**src/rtl/led_matrix_scan_ctrl.sv**
```systemverilog
// 8x8 LED matrix scan controller: double-buffered frame store, serial column shift,
// latch pulse and per-row dwell, with the buffer swap deferred to the frame boundary.
module led_matrix_scan_ctrl #(
   parameter int unsigned DWELL = 64
) (
   input  logic       clk,
   input  logic       rst_n,
   input  logic       ena,
   input  logic       wr_en,
   input  logic [2:0] wr_row,
   input  logic [7:0] wr_data,
   input  logic       swap_req,
   output logic       swap_ack,
   output logic       ser_data,
   output logic       ser_clk,
   output logic       latch,
   output logic [7:0] row_sel,
   output logic       frame_start
);
   localparam int unsigned CNT_W = 8;
   localparam int unsigned ROW_W = 3;
   localparam int unsigned ROWS  = 8;
   localparam logic [CNT_W-1:0] SHIFT_LAST = CNT_W'(15);
   localparam logic [CNT_W-1:0] DWELL_LAST = CNT_W'(DWELL - 1);
   localparam logic [ROW_W-1:0] ROW_LAST   = ROW_W'(ROWS - 1);

   typedef enum logic [1:0] {IDLE, SHIFT, LATCH, DISPLAY} state_t;

   state_t           state, state_nxt;
   logic [CNT_W-1:0] cnt, cnt_nxt;
   logic [ROW_W-1:0] row, row_nxt;
   logic [7:0]       buf_a [ROWS];
   logic [7:0]       buf_b [ROWS];
   logic             front_sel;   // 0: buf_a is front, 1: buf_b is front
   logic             pending;
   logic             swap_now;
   logic [7:0]       front_row_nxt;
   logic             swap_ack_nxt, ser_data_nxt, ser_clk_nxt, latch_nxt, frame_start_nxt;
   logic [7:0]       row_sel_nxt;

   // Next state, swap decision and next registered outputs.
   always_comb begin
      state_nxt       = state;
      cnt_nxt         = cnt;
      row_nxt         = row;
      swap_now        = 1'b0;
      front_row_nxt   = '0;
      swap_ack_nxt    = 1'b0;
      ser_data_nxt    = 1'b0;
      ser_clk_nxt     = 1'b0;
      latch_nxt       = 1'b0;
      frame_start_nxt = 1'b0;
      row_sel_nxt     = '0;

      case (state)
         IDLE: begin
            cnt_nxt = '0;
            row_nxt = '0;
            if (ena) state_nxt = SHIFT;
         end
         SHIFT: begin
            if (cnt == SHIFT_LAST) begin
               state_nxt = LATCH;
               cnt_nxt   = '0;
            end else begin
               cnt_nxt = cnt + CNT_W'(1);
            end
         end
         LATCH: begin
            state_nxt = DISPLAY;
            cnt_nxt   = '0;
         end
         DISPLAY: begin
            if (cnt == DWELL_LAST) begin
               cnt_nxt = '0;
               if (ena) begin
                  state_nxt = SHIFT;
                  row_nxt   = row + ROW_W'(1);
               end else begin
                  state_nxt = IDLE;
                  row_nxt   = '0;
               end
            end else begin
               cnt_nxt = cnt + CNT_W'(1);
            end
         end
         default: state_nxt = IDLE;
      endcase

      swap_now = (pending | swap_req) &
                 (((state == DISPLAY) && (cnt == DWELL_LAST) && (row == ROW_LAST)) ||
                  ((state == IDLE) && ena));

      // Front row as seen next cycle; a same-cycle write into the outgoing back buffer is visible.
      if (swap_now) begin
         front_row_nxt = front_sel ? buf_a[row_nxt] : buf_b[row_nxt];
         if (wr_en && (wr_row == row_nxt)) front_row_nxt = wr_data;
      end else begin
         front_row_nxt = front_sel ? buf_b[row_nxt] : buf_a[row_nxt];
      end

      swap_ack_nxt = swap_now;
      case (state_nxt)
         SHIFT: begin
            ser_data_nxt    = front_row_nxt[~cnt_nxt[3:1]];
            ser_clk_nxt     = cnt_nxt[0];
            frame_start_nxt = (cnt_nxt == '0) && (row_nxt == '0);
         end
         LATCH:   latch_nxt   = 1'b1;
         DISPLAY: row_sel_nxt = 8'b1 << row_nxt;
         default: ;
      endcase
   end

   // State, buffers and registered outputs.
   always_ff @(posedge clk or negedge rst_n) begin
      if (!rst_n) begin
         state       <= IDLE;
         cnt         <= '0;
         row         <= '0;
         pending     <= 1'b0;
         front_sel   <= 1'b0;
         swap_ack    <= 1'b0;
         ser_data    <= 1'b0;
         ser_clk     <= 1'b0;
         latch       <= 1'b0;
         row_sel     <= '0;
         frame_start <= 1'b0;
         for (int unsigned i = 0; i < ROWS; i++) begin
            buf_a[i] <= '0;
            buf_b[i] <= '0;
         end
      end else begin
         state       <= state_nxt;
         cnt         <= cnt_nxt;
         row         <= row_nxt;
         pending     <= (pending | swap_req) & ~swap_now;
         front_sel   <= front_sel ^ swap_now;
         swap_ack    <= swap_ack_nxt;
         ser_data    <= ser_data_nxt;
         ser_clk     <= ser_clk_nxt;
         latch       <= latch_nxt;
         row_sel     <= row_sel_nxt;
         frame_start <= frame_start_nxt;
         if (wr_en) begin
            if (front_sel) buf_a[wr_row] <= wr_data;
            else           buf_b[wr_row] <= wr_data;
         end
      end
   end
endmodule
```
**config.mk**
```make
export PLATFORM = sky130hd
export DESIGN_NAME = led_matrix_scan_ctrl
export DESIGN_NICKNAME = d
export VERILOG_FILES = /design/src/rtl/led_matrix_scan_ctrl.sv
export SDC_FILE = /design/constraint.sdc
export NUM_CORES = 1
export LEC_CHECK = 0
export ABC_AREA = 1
export BUFFER_PORTS_ARGS = -buffer_cell sky130_fd_sc_hd__buf_4
export CORE_ASPECT_RATIO = 0.6
export CORE_MARGIN = 2
export CORE_UTILIZATION = 40
export DETAILED_ROUTE_END_ITERATION = 8
export PLACE_DENSITY_LB_ADDON = 0.3
export RECOVER_POWER = 25
export SETUP_SLACK_MARGIN = 0.02
export SYNTH_ARGS = -nofsm -noshare
export SYNTH_HDL_FRONTEND = slang
export SYNTH_SLANG_ARGS = --single-unit
export TNS_END_PERCENT = 1
```
**constraint.sdc**
```tcl
create_clock -name clk -period 2.7 [get_ports clk]
set_clock_uncertainty 0.2 [all_clocks]
set_input_delay 0.54 -clock clk [delete_from_list [all_inputs] [get_ports clk]]
set_output_delay 0.54 -clock clk [all_outputs]
set_load 0.05 [all_outputs]
```
Word-level counts from Yosys, hierarchy flattened --
Cells that the tools add are included. W data, S select, Z words.
Word-level totals: bits of input ports 16, output and inout bits 13, logic and storage cells 98, register bits 156
Cells by class: multiplexer cells 32, add/sub/neg operators 2, eq/ne operators 10, $lt $le $gt $ge 4, shifts and indexed selects 1, bitwise logic cells 9, reduce and logical (&&, ||, !) cells 13
Operator list (count):
- $bwmux W64 | 2
- $mux W8 | 12
- $bmux W8 S3 | 2
- $demux W8 S3 | 1
- $pmux W8 S3 | 1
- $add A8 B1 Y8 const B | 1
- $eq A2 B2 Y1 const B | 4
- $eq A8 B4 Y1 const B | 1
- $eq A8 B6 Y1 const B | 1
- $ge A4 B4 Y1 const B | 2
- $logic_not A8 Y1 | 1
- $not A3 Y4 | 2
- $pmux W2 S4 | 1
- $shl A1 B3 Y8 const A | 1
- $logic_and A1 B1 Y1 | 6
- $mux W1 | 6
- $mux W2 | 3
- $mux W3 | 2
- $pmux W3 S2 | 1
- $eq A2 B1 Y1 const B | 2
- $lt A3 B4 Y1 const B | 1
- $lt A4 B1 Y1 const B | 1
- $reduce_and A2 Y1 | 2
- $add A3 B1 Y3 const B | 1
- 12 further kinds | 14

Longest topological paths before layout --
depth after elaboration 14, mapped depth 22, gate-level depth less buffers 20

Worst setup path after synthesis --
No wires, ideal clock.
path kind reg-to-reg, from register state[0], to register ser_data, path buffers 2, setup time 0.113 ns, arrival time 2.171 ns, setup slack 0.216 ns, cell stages (with the launch flop) 20, required time 2.387 ns, period minus slack after synthesis 2.484 ns, cells stage by stage dfrtp_1 -> inv_1 -> ha_1 -> nor2_1 -> inv_1 -> buf_2 -> buf_1 -> nand3_1 -> nand2_1 -> nand2_1 -> nand3_1 -> nand3_1 -> nand3_1 -> nand2_1 -> nand2_1 -> nand3_1 -> nand3_1 -> nand2_1 -> nand2_1 -> inv_1
On the way: longest elaborated chain between the ends 12, elaborated cells on any way between the ends 34, those cells by class eq/ne (5); mux (19); bitwise (3); reduce/logical (7)
RTL lines:
- start, declared | RTL line 29 | state_t state, state_nxt;
- start signal, assigned | RTL line 134 | state <= state_nxt;
- $eq A2 B2 Y1 / $logic_not A2 Y1 (equally long branches) | RTL line 55, 91, 92
- $pmux W3 S2 | RTL line 55 | case (state)
- $not A3 Y4 (not written as such) | RTL line 96, 99
- $bmux W8 S3 | RTL line 96, 99
- $mux W8 (not written as such) (2 in series) | RTL line 96, 99
- $mux W8 | RTL line 96 | front_row_nxt = front_sel ? buf_a[row_nxt] : buf_b[row_nxt];
- $mux W8 | RTL line 97 | if (wr_en && (wr_row == row_nxt)) front_row_nxt = wr_data;
- $mux W8 | RTL line 95 | if (swap_now) begin
- $bmux W1 S3 | RTL line 105 | ser_data_nxt = front_row_nxt[~cnt_nxt[3:1]];
- $mux W1 (not written as such) | RTL line 105
- $mux W1 * | RTL line 103 | case (state_nxt)
- named net ser_data_nxt | RTL line 38 | logic swap_ack_nxt, ser_data_nxt, ser_clk_nxt, latch_nxt, frame_start_nxt;
- end signal, assigned | RTL line 140 | ser_data <= ser_data_nxt;
- end, declared | RTL line 14 | output logic ser_data,
Mark *: on every way through the listed nets, which the timed path passes. The rest lies on a longest branch. The select of a mux whose other input is x is not followed. A chain may end at the register's enable or synchronous reset.

Final worst setup path --
from register state[1], to register ser_data
The elaborated chain is that of the path after synthesis.

==> out/results.txt <==
status -> complete, but fails checks
violated checks -> negative setup slack
Clk Latency, worst-skew pair -> 440 ps
vias in the first global route -> 6945
Routed wire per std cell -> 17.71 µm
DR vias/cell -> 5.181
global-route wire length before repair -> 39.90 mm
max-cap viol count -> 0
layout cells sized above 1 -> 19.34%
Die H -> 113.5 µm
Primary FF master, synth -> dfrtp_1
Longest Clk Path Bufs -> 2
Antenna Violating Nets Remaining -> 0
GR peak layer -> met1
Layout Nets -> 1185
Pwr Total -> 0.009654 W
worst slew pin tran -> 1114 ps
met3 usage -> 7.877%
maximum vdd drop -> 0.5600 mV
Fill cells -> 1848
r2r worst-path depth -> 19
area grow syn2layout -> 26.59%
Post-synth EDFFs -> 0
routing usage on met1 -> 37.76%
die width -> 186.5 µm
Starting Density -> 41.38%
# setup viols final -> 1
die area -> 21170 µm²
detailed placement HPWL -> 16.87 mm
cell area after layout -> 10120 µm²
GR Overflow Total -> 0
Worst Setup EP -> ser_data
critical path startpoint -> state[1]
initial antenna violation count -> 0
Leak Pwr -> 5.265 nW
Synth Net Count -> 1095
clock transition at the registers of the reported paths -> 70 ps
CTS tree -> built
pwr dens -> 953.9 nW/µm²
CP Max Fanout -> 6
Synth cell types -> 32
Hold Vio Cnt, Final -> 0
synthesized area -> 7995 µm²
register bit total from synthesis -> 156
Pre-Repair DR Iteration Count -> 7
cts bufs inserted -> 17
I/O pin count -> 29
CP Launch Type -> flop
H-tree levels -> 4
hold slack -> 135.2 ps
DRT iter0 DRCs -> 797
DR vias -> 7461
met2 Track Usage GR -> 34.33%
crit path DAT -> 3050 ps
CP Data Required Time -> 2840 ps
Post-synth ARST share -> 100.0%
Critical R2R Launch -> state[1]
core area -> 19320 µm²
std cell rows -> 39
Synth Warn # -> 0
Reg-to-Reg End -> ser_data
Worst Setup End Kind -> flop
Post-Syn Instances -> 1071
largest net degree at the start of global routing -> 59
fmax -> 344.2 MHz
Tmin final -> 2906 ps
Period Utilization, post-route -> 107.6%
DRC -> 0
GRT Util Overall -> 24.77%
Placed Area -> 8935 µm²
CP Class -> flop to flop
RSZ-0062 raised after global routing -> true
CTS sink cnt -> 156
Rel. slew slack -> 25.70%
WL final -> 25.51 mm
gpl congestion -> 0.9701
TNS Setup -> -205.5 ps
Root Buffer -> clkbuf_16
Slew Limit Fails -> 0
register area share after synthesis -> 48.83%
worst min-delay path class -> input port to flop
PnR worst setup slack -> -205.5 ps
IO buf count -> 28
Inserted Diodes -> 0
R2R setup slack -> -210 ps
Avg Cell Area, Syn -> 7.465 µm²
## cells in the mapped netlist, types with 2 or more instances
library cell	count	area (µm²)
a21oi_1	31	155.2
buf_1	2	7.510
buf_2	16	80.08
buf_4	2	15.01
buf_6	3	33.78
clkbuf_1	26	97.59
dfrtp_1	156	3904
ha_1	8	100.1
inv_1	133	499.2
inv_2	4	15.01
nand2_1	332	1246
nand2_2	5	31.28
nand2_4	4	45.04
nand3_1	91	455.4
nand3b_1	8	60.06
nand4_1	11	68.82
nor2_1	71	266.5
nor2_4	2	22.52
nor3_1	4	20.02
nor4_1	2	12.51
o21ai_0	132	660.6
o21ai_1	16	80.08
or2_2	2	12.51
xor2_1	2	17.52
## cells by family after synthesis
| group | count (synthesis) | synth area share (%) |
|---|---|---|
| DFF | 156 | 48.83 |
| adders and majority gates | 8 | 1.252 |
| and+or+nand+nor | 537 | 28.90 |
| AOI/OAI and AO/OA | 181 | 11.38 |
| buffers and inverters | 187 | 9.421 |
| xor gates and xnor gates | 2 | 0.2191 |
## critical path, stage by stage (launching register included)
cell	delay, ps
dfrtp_1	370
inv_2	60
ha_4	290
inv_4	40
nand4_1	110
buf_6	150
nand3_4	220
buf_12	220
buf_16	130
buf_4	130
o21ai_1	110
nand2_1	80
nand3_1	90
nand4_1	160
nand3_1	130
nand3_1	70
nand2_1	90
a21oi_2	60
nand2_1	60
inv_1	40
## metrics by stage
stage	util, %	cells	setup slack [ps]
finish	52.38	1440	-205.5
global route	52.38	1440	-321.5
CTS	51.33	1435	-29.89
detailed placement	46.24	1381	-117.2
global placement	46.24	1381	-120.7
floorplan	-	1071	216.4
## placed cells by master (no fill, tap or decap), types with 2 or more instances in the layout
master     count
o21ai_2        7
or2_2          2
xor2_1         2
nand3_4        3
buf_6          5
nand4_1       11
o21ai_1       24
dfrtp_1      156
buf_12        12
ha_2           2
inv_2          7
o21ai_0      117
nor2_4         3
clkbuf_16     19
nand2_4        9
nor2_1        69
nand3b_1       8
nor2_2         2
clkinv_2       4
buf_4         93
a21oi_1       30
nand2_1      317
inv_1        128
clkinv_4       3
bufinv_16      2
nand2_2       15
nor3_1         4
nand3_2       18
ha_1           5
nand3_1       73
inv_4          2
inv_6          5
buf_16         4
## power by group
part	leakage [nW]	switching [W]	internal (W)	total [W]
Sequential	1.96	0.000502	0.00330	0.00380
Clock	0.291	0.00110	0.00138	0.00248
Combinational	3.02	0.00210	0.00128	0.00337
## flip-flops by register name, indices dropped and copies added, names as in the netlist
register / flops
buf_a: 64
buf_b: 64
cnt: 8
row_sel: 8
row: 3
state: 2
frame_start: 1
front_sel: 1
latch: 1
pending: 1
ser_clk: 1
ser_data: 1
swap_ack: 1
## what timing repair did
item,CTS,global route
setup endpoints to repair,1,10
gates resized for setup,39,50
cloned,5,2
hold endpoints to repair,44,0
pin swaps,21,24
buffers inserted,16,4
hold buffers,1,0
## area by class of cell
cell class / count / area [µm²] / area share (%)
inverters: 138 / 524.3 / 5.180
clock inverters: 15 / 163.9 / 1.619
clock buffers: 17 / 425.4 / 4.203
well taps: 266 / 332.8 / 3.288
flip-flops and latches: 156 / 3904 / 38.57
repair buffers: 119 / 1185 / 11.71
multi-input cells: 729 / 3586 / 35.43
## how the worst min path moves through the flow
stage               startpoint         to  slack (ps)  depth (start not counted)
detailed placement   buf_b[53]  buf_b[53]         270                          2
CTS                 wr_data[6]  buf_b[22]         130                          3
finish              wr_data[6]  buf_b[22]         140                          3
global placement     buf_b[53]  buf_b[53]         260                          2
floorplan                rst_n   buf_a[0]          40                          0
global route        wr_data[3]  buf_a[35]         150                          3
## routing by layer
| metal | vias to the layer above | wire length [µm] |
|---|---|---|
| met5 | - | 0 |
| met3 | 30 | 2468 |
| met4 | 0 | 346 |
| met1 | 3573 | 12370 |
| li1 | 3574 | - |
| met2 | 284 | 10330 |
(Power assumes the default switching activity.)
